==> src/rtl/fsbm_pkg.sv <==
// Shared definitions for the full-search block-matching controller:
// FSM state encoding, motion-vector width and default timing parameters.
package fsbm_pkg;

    typedef enum logic [2:0] {
        ST_IDLE  = 3'd0,
        ST_CLEAR = 3'd1,
        ST_LOAD  = 3'd2,
        ST_DRAIN = 3'd3,
        ST_CMP   = 3'd4,
        ST_WAIT  = 3'd5,
        ST_OUT   = 3'd6
    } state_e;

    localparam int MV_W        = 8;
    localparam int DEF_NUM_BLK = 64;
    localparam int DEF_BLK_PIX = 16;
    localparam int DEF_PE_LAT  = 2;
    localparam int DEF_CMP_LAT = 1;

    // Bits needed to hold every value 0..maxVal, never less than one bit.
    function automatic int cntWidth(input int maxVal);
        if (maxVal <= 1) begin
            return 1;
        end
        return $clog2(maxVal + 1);
    endfunction

endpackage

==> src/rtl/fsbm_cnt.sv <==
// Up-counter that saturates at a compile-time terminal value and flags it.
// Load has priority over enable; reaching MAX stops counting so no wrap occurs.
module fsbm_cnt
    import fsbm_pkg::*;
#(
    parameter int W   = 4,
    parameter int MAX = 15
) (
    input  logic         clk,
    input  logic         rst,
    input  logic         load_i,
    input  logic [W-1:0] load_val_i,
    input  logic         en_i,
    output logic [W-1:0] cnt_o,
    output logic         tc_o
);

    localparam logic [W-1:0] MAX_V = W'(MAX);

    logic [W-1:0] cnt_q;
    logic [W-1:0] cnt_d;

    // Next count: load wins, otherwise step up until the terminal value is held.
    always_comb begin
        cnt_d = cnt_q;
        if (load_i) begin
            cnt_d = load_val_i;
        end else if (en_i && (cnt_q != MAX_V)) begin
            cnt_d = cnt_q + W'(1);
        end
    end

    // Count register with synchronous clear.
    always_ff @(posedge clk) begin
        if (rst) begin
            cnt_q <= '0;
        end else begin
            cnt_q <= cnt_d;
        end
    end

    assign cnt_o = cnt_q;
    assign tc_o  = (cnt_q == MAX_V);

endmodule

==> src/rtl/fsbm_ctrl.sv <==
// Sequencer for a 16-PE full-search block-matching engine: per block it
// clears the SAD accumulators, streams BLK_PIX pixels, waits for the PE and
// comparator pipelines, then offers the winning vector on a valid/ready port.
module fsbm_ctrl
    import fsbm_pkg::*;
#(
    parameter int NUM_BLK = DEF_NUM_BLK,
    parameter int BLK_PIX = DEF_BLK_PIX,
    parameter int PE_LAT  = DEF_PE_LAT,
    parameter int CMP_LAT = DEF_CMP_LAT
) (
    input  logic            clk,
    input  logic            rst,
    input  logic            start,
    input  logic            abort,
    output logic            busy,
    output logic [7:0]      blk_idx,
    output logic [3:0]      pix_cnt,
    output logic            pe_clr,
    output logic            pe_acc,
    output logic            cmp_en,
    input  logic [MV_W-1:0] cmp_mv,
    output logic            mv_valid,
    input  logic            mv_ready,
    output logic [MV_W-1:0] mv_out,
    output logic [7:0]      mv_blk,
    output logic            done
);

    // One delay counter spans DRAIN, CMP and WAIT; its terminal value marks
    // the last WAIT cycle and an intermediate value marks the last DRAIN cycle.
    localparam int PIX_W   = cntWidth(BLK_PIX - 1);
    localparam int DLY_MAX = PE_LAT + CMP_LAT;
    localparam int DLY_W   = cntWidth(DLY_MAX);
    localparam logic [DLY_W-1:0] DRAIN_LAST = DLY_W'(PE_LAT - 1);

    state_e state_q;
    state_e state_d;

    logic [PIX_W-1:0] pixCnt;
    logic             pixTc;
    logic [DLY_W-1:0] dlyCnt;
    logic             dlyTc;
    logic [7:0]       blkCnt;
    logic             blkTc;

    logic             abortHit;
    logic             startAcc;
    logic             handshake;
    logic             inDelay;
    logic             nextInDelay;

    logic [MV_W-1:0]  mv_out_q;
    logic [MV_W-1:0]  mv_out_d;
    logic [7:0]       mv_blk_q;
    logic [7:0]       mv_blk_d;
    logic             done_q;
    logic             done_d;

    assign abortHit    = abort && (state_q != ST_IDLE);
    assign startAcc    = (state_q == ST_IDLE) && start && !abort;
    assign handshake   = (state_q == ST_OUT) && mv_ready;
    assign inDelay     = state_q inside {ST_DRAIN, ST_CMP, ST_WAIT};
    assign nextInDelay = state_d inside {ST_DRAIN, ST_CMP, ST_WAIT};

    // Next-state logic; abort outside IDLE overrides every other transition.
    always_comb begin
        state_d = state_q;
        case (state_q)
            ST_IDLE:  if (start && !abort) state_d = ST_CLEAR;
            ST_CLEAR: state_d = ST_LOAD;
            ST_LOAD:  if (pixTc) state_d = ST_DRAIN;
            ST_DRAIN: if (dlyCnt == DRAIN_LAST) state_d = ST_CMP;
            ST_CMP:   state_d = ST_WAIT;
            ST_WAIT:  if (dlyTc) state_d = ST_OUT;
            ST_OUT:   if (mv_ready) state_d = blkTc ? ST_IDLE : ST_CLEAR;
            default:  state_d = ST_IDLE;
        endcase
        if (abortHit) begin
            state_d = ST_IDLE;
        end
    end

    // State register.
    always_ff @(posedge clk) begin
        if (rst) begin
            state_q <= ST_IDLE;
        end else begin
            state_q <= state_d;
        end
    end

    // Pixel index: held at zero outside LOAD so it reads 0 whenever idle.
    fsbm_cnt #(.W(PIX_W), .MAX(BLK_PIX - 1)) u_pix_cnt (
        .clk        (clk),
        .rst        (rst),
        .load_i     (state_d != ST_LOAD),
        .load_val_i ('0),
        .en_i       (state_q == ST_LOAD),
        .cnt_o      (pixCnt),
        .tc_o       (pixTc)
    );

    // Pipeline delay through DRAIN, CMP and WAIT.
    fsbm_cnt #(.W(DLY_W), .MAX(DLY_MAX)) u_dly_cnt (
        .clk        (clk),
        .rst        (rst),
        .load_i     (!nextInDelay),
        .load_val_i ('0),
        .en_i       (inDelay),
        .cnt_o      (dlyCnt),
        .tc_o       (dlyTc)
    );

    // Block index: restarts on accepted start or abort, steps on a non-final handshake.
    fsbm_cnt #(.W(8), .MAX(NUM_BLK - 1)) u_blk_cnt (
        .clk        (clk),
        .rst        (rst),
        .load_i     (startAcc || abortHit),
        .load_val_i (8'd0),
        .en_i       (handshake && !blkTc),
        .cnt_o      (blkCnt),
        .tc_o       (blkTc)
    );

    // Vector capture on the last WAIT cycle, cleared by abort; done on final handshake.
    always_comb begin
        mv_out_d = mv_out_q;
        mv_blk_d = mv_blk_q;
        done_d   = handshake && blkTc && !abortHit;
        if (abortHit) begin
            mv_out_d = '0;
            mv_blk_d = '0;
        end else if ((state_q == ST_WAIT) && dlyTc) begin
            mv_out_d = cmp_mv;
            mv_blk_d = blkCnt;
        end
    end

    // Output registers for the vector port and the done pulse.
    always_ff @(posedge clk) begin
        if (rst) begin
            mv_out_q <= '0;
            mv_blk_q <= '0;
            done_q   <= 1'b0;
        end else begin
            mv_out_q <= mv_out_d;
            mv_blk_q <= mv_blk_d;
            done_q   <= done_d;
        end
    end

    assign busy     = (state_q != ST_IDLE);
    assign pe_clr   = (state_q == ST_CLEAR);
    assign pe_acc   = (state_q == ST_LOAD);
    assign cmp_en   = (state_q == ST_CMP);
    assign mv_valid = (state_q == ST_OUT);
    assign pix_cnt  = 4'(pixCnt);
    assign blk_idx  = blkCnt;
    assign mv_out   = mv_out_q;
    assign mv_blk   = mv_blk_q;
    assign done     = done_q;

endmodule
==> config.mk <==
export PLATFORM = sky130hd
export DESIGN_NAME = fsbm_ctrl
export DESIGN_NICKNAME = d
export VERILOG_FILES = /design/src/rtl/fsbm_pkg.sv /design/src/rtl/fsbm_cnt.sv /design/src/rtl/fsbm_ctrl.sv
export SDC_FILE = /design/constraint.sdc
export NUM_CORES = 1
export LEC_CHECK = 0
export ABC_AREA = 1
export CORE_ASPECT_RATIO = 1.2
export CORE_UTILIZATION = 50
export CTS_BUF_LIST = sky130_fd_sc_hd__clkbuf_4 sky130_fd_sc_hd__clkbuf_8
export CTS_CLUSTER_SIZE = 28
export DETAILED_ROUTE_END_ITERATION = 8
export GPL_TIMING_DRIVEN = 1
export HOLD_SLACK_MARGIN = 0.06
export PLACE_DENSITY = 0.81
export SLEW_MARGIN = 20
export SYNTH_ARGS = -nofsm -noshare
export SYNTH_HDL_FRONTEND = slang
export SYNTH_HIERARCHICAL = 1
export SYNTH_SLANG_ARGS = --single-unit
==> constraint.sdc <==
create_clock -name clk -period 2.6 [get_ports clk]
set_input_delay 0.78 -clock clk [delete_from_list [all_inputs] [get_ports clk]]
set_output_delay 0.78 -clock clk [all_outputs]
set_load 0.1 [all_outputs]
==> metrics <==
# diodes 0; Crit path required time 2.83 ns; leakage power about 1.2 nW; Root Buffer clkbuf_8; asr flop ratio synth 0; die height 70.2 um; yosys warns 6; WL per Instance 11.1 um; RSZ-0062 raised after global routing no; clock sinks 34; crit path launch type input port; synth cell count leaders nand2_1 (111), dfxtp_1 (34), nor2_1 (34), inv_1 (27), a21oi_1 (24); Starting Density 0.529; Cell Area, Synth approximately 1900 um^2; internal power 1.04 mW; drc violations 0; CTS tree built; Yosys top cell area share 0.351; hpwl dp 3450 um; Via-to-Cell Ratio 4.88; synth top area cells dfxtp_1 (35%), nand2_1 (21%), nor2_1 (6.6%); latest clock arrival within the worst-skew pair 0.29 ns; Hold Worst Slack 0.469 ns; clk_skew 0.00604 ns; Reg area 683 um^2; vias in the first global route approximately 2000; Mapped Avg Cell Area 6.49 um^2; critical-path cell list clkdlybuf4s50_1 -> nand2_1 -> o21ai_0 -> nor2_1 -> nor2_1 -> nand2_1 -> nor2_1 -> nand3_1 -> inv_2 -> nor2_1 -> a21oi_1 -> nand2_1 -> a21oi_2; I/O Buffers 46; die extent in x 58.9 um; #FFs+latches synth 34; pwr/cell area between 500 and 600 nW/um^2; H-Tree Depth 2; Clk pin slew, worst setup/hold paths 0.07 ns; die area slightly above 4000 um^2; crit path max fanout 7; Iter 0 DRT Violations roughly 140; area of the multi-input gates ~1100 um^2; Slowest-stage cell, CP clkdlybuf4s50_1; Setup CP Type in2reg; dpl cell area 2500 um^2; core area around 3700 um^2; worst path arrival time about 2.5 ns; setup TNS 0 ns; Crit path largest cell delay 0.51 ns; Post-synth top flop dfxtp_1; Ports 47; Longest Clk Path Bufs 2; number of synthesized flops with an enable pin 0; f_max 0.444 GHz; synth unique cells 27; ANT nets after route 0; largest net degree at the start of global routing 19; # fillers 340; final hold vios 0; worst min path class reg2reg; final core utilization 0.719; # nets final 383; Clock power frac 0.378; Total Wirelength 4680 um; Layout area overhead 35.8%; number of gates resized after cts 0; post-layout min period 2.25 ns; Crit path top cell by count nor2_1; count leader, synth nand2_1; Critical Path End Type flip-flop; row cnt 24; Remaining Overflow, GRT 0; placer congestion estimate 0.908; switch share 0.336; Total GRT Usage 0.254; post-route design area 2630 um^2; initial antenna violation count 0; period utilization 0.866; final slew viol count 0; hold buffers post-CTS 0; Via Count 2051; peak supply drop around 0.44 mV; first-pass GRT wire length 8150 um; largest area contributor in the netlist dfxtp_1; Post-CTS Setup Inserts 0; cts bufs inserted 5; status finished clean; DRT Pass-1 Iters 4; Cells after Synth around 300; post-synthesis sequential area ratio 0.351; switching power about 0.53 mW; sequential power share 0.368; final setup fails 0; max cap viols 0; share of cells above drive strength 1 0.207; Logic pwr share 0.254
[power groups by stage]
stage / combinational [mW] / sequential (mW) / clock, mW
6_report: 0.399 / 0.577 / 0.594
5_1_grt: 0.428 / 0.581 / 0.626
4_1_cts: 0.399 / 0.577 / 0.598
3_5_place_dp: 0.396 / 0.589 / 0
3_3_place_gp: 0.393 / 0.588 / 0
2_1_floorplan: 0.172 / 0.710 / 0
[layer usage]
layer / vias up / GRT usage / routed length [um]
met4: 0 / 0.0952 / 71
met2: 57 / 0.465 / 2540
met3: 7 / 0.0667 / 204
li1: 1065 / - / -
met1: 922 / 0.268 / 1860
met5: - / 0 / 0
[cells in the final DEF (no fill, tap or decap), types with 3 or more instances in the layout]
cell / n
clkdlybuf4s50_1: 12
nand2_4: 3
inv_1: 27
a21oi_2: 3
nand3_2: 3
dfxtp_1: 32
nor2_4: 3
nand3_1: 21
nand2_1: 111
buf_12: 5
a21oi_1: 24
ha_1: 3
nand4_1: 4
nand2_2: 3
nor2_1: 34
clkbuf_8: 5
conb_1: 14
buf_4: 35
o21ai_0: 7
inv_2: 5
[area by class of cell]
cell class | count | area share
multi-input combinational | 240 | 0.430
sequential | 34 | 0.259
clock inverter | 3 | 0.0261
clock buffer | 5 | 0.0261
tap | 52 | 0.0247
timing repair buffer | 52 | 0.183
inverter | 34 | 0.0499
[logic make-up (layout without fill, tap and decap cells)]
| kind of cell | Yosys count | in the layout | share of synthesized area |
|---|---|---|---|
| AND/OR/NAND/NOR | 185 | 185 | 0.430 |
| buffers and inverters | 38 | 94 | 0.0897 |
| AO/OA/AOI/OAI | 37 | 37 | 0.103 |
| flip-flops | 34 | 34 | 0.351 |
| adder cells (fa/ha/maj) | 3 | 3 | 0.0194 |
| other | 1 | 14 | 0.00193 |
| XOR/XNOR | 1 | 1 | 0.00452 |
[registers in the layout (all words and copies together), names as in the netlist]
register         cells
done                 1
mv_blk               8
mv_out               8
state_q              3
u_blk_cnt/cnt_o      8
u_dly_cnt/cnt_o      2
u_pix_cnt/cnt_o      4
[worst max-delay path, delay by kind of cell]
family	cells	cell delay (ns)
AO/OA/AOI/OAI	3	0.30
buffers and inverters	2	0.67
AND/OR/NAND/NOR	8	0.71
[path summary, 6_finish.rpt]
kind              cells after the start                  to  slack (ns)               start
setup / recovery                     13  u_pix_cnt/cnt_o[3]        0.35            mv_ready
hold / removal                        2           mv_out[7]        0.47           mv_out[7]
setup reg to reg                     15  u_pix_cnt/cnt_o[3]        0.36  u_blk_cnt/cnt_o[0]
hold reg to reg                       2           mv_out[7]        0.47           mv_out[7]
[stage by stage]
step | total power [mW] | instances | setup slack, ns
floorplan | 0.882 | 312 | 0.0156
global placement | 0.981 | 412 | 0.133
detailed placement | 0.986 | 412 | 0.0363
global route | 1.63 | 420 | 0.139
finish | 1.57 | 420 | 0.349
CTS | 1.57 | 420 | 0.337
No activity file was read; power rests on OpenSTA's default activity.
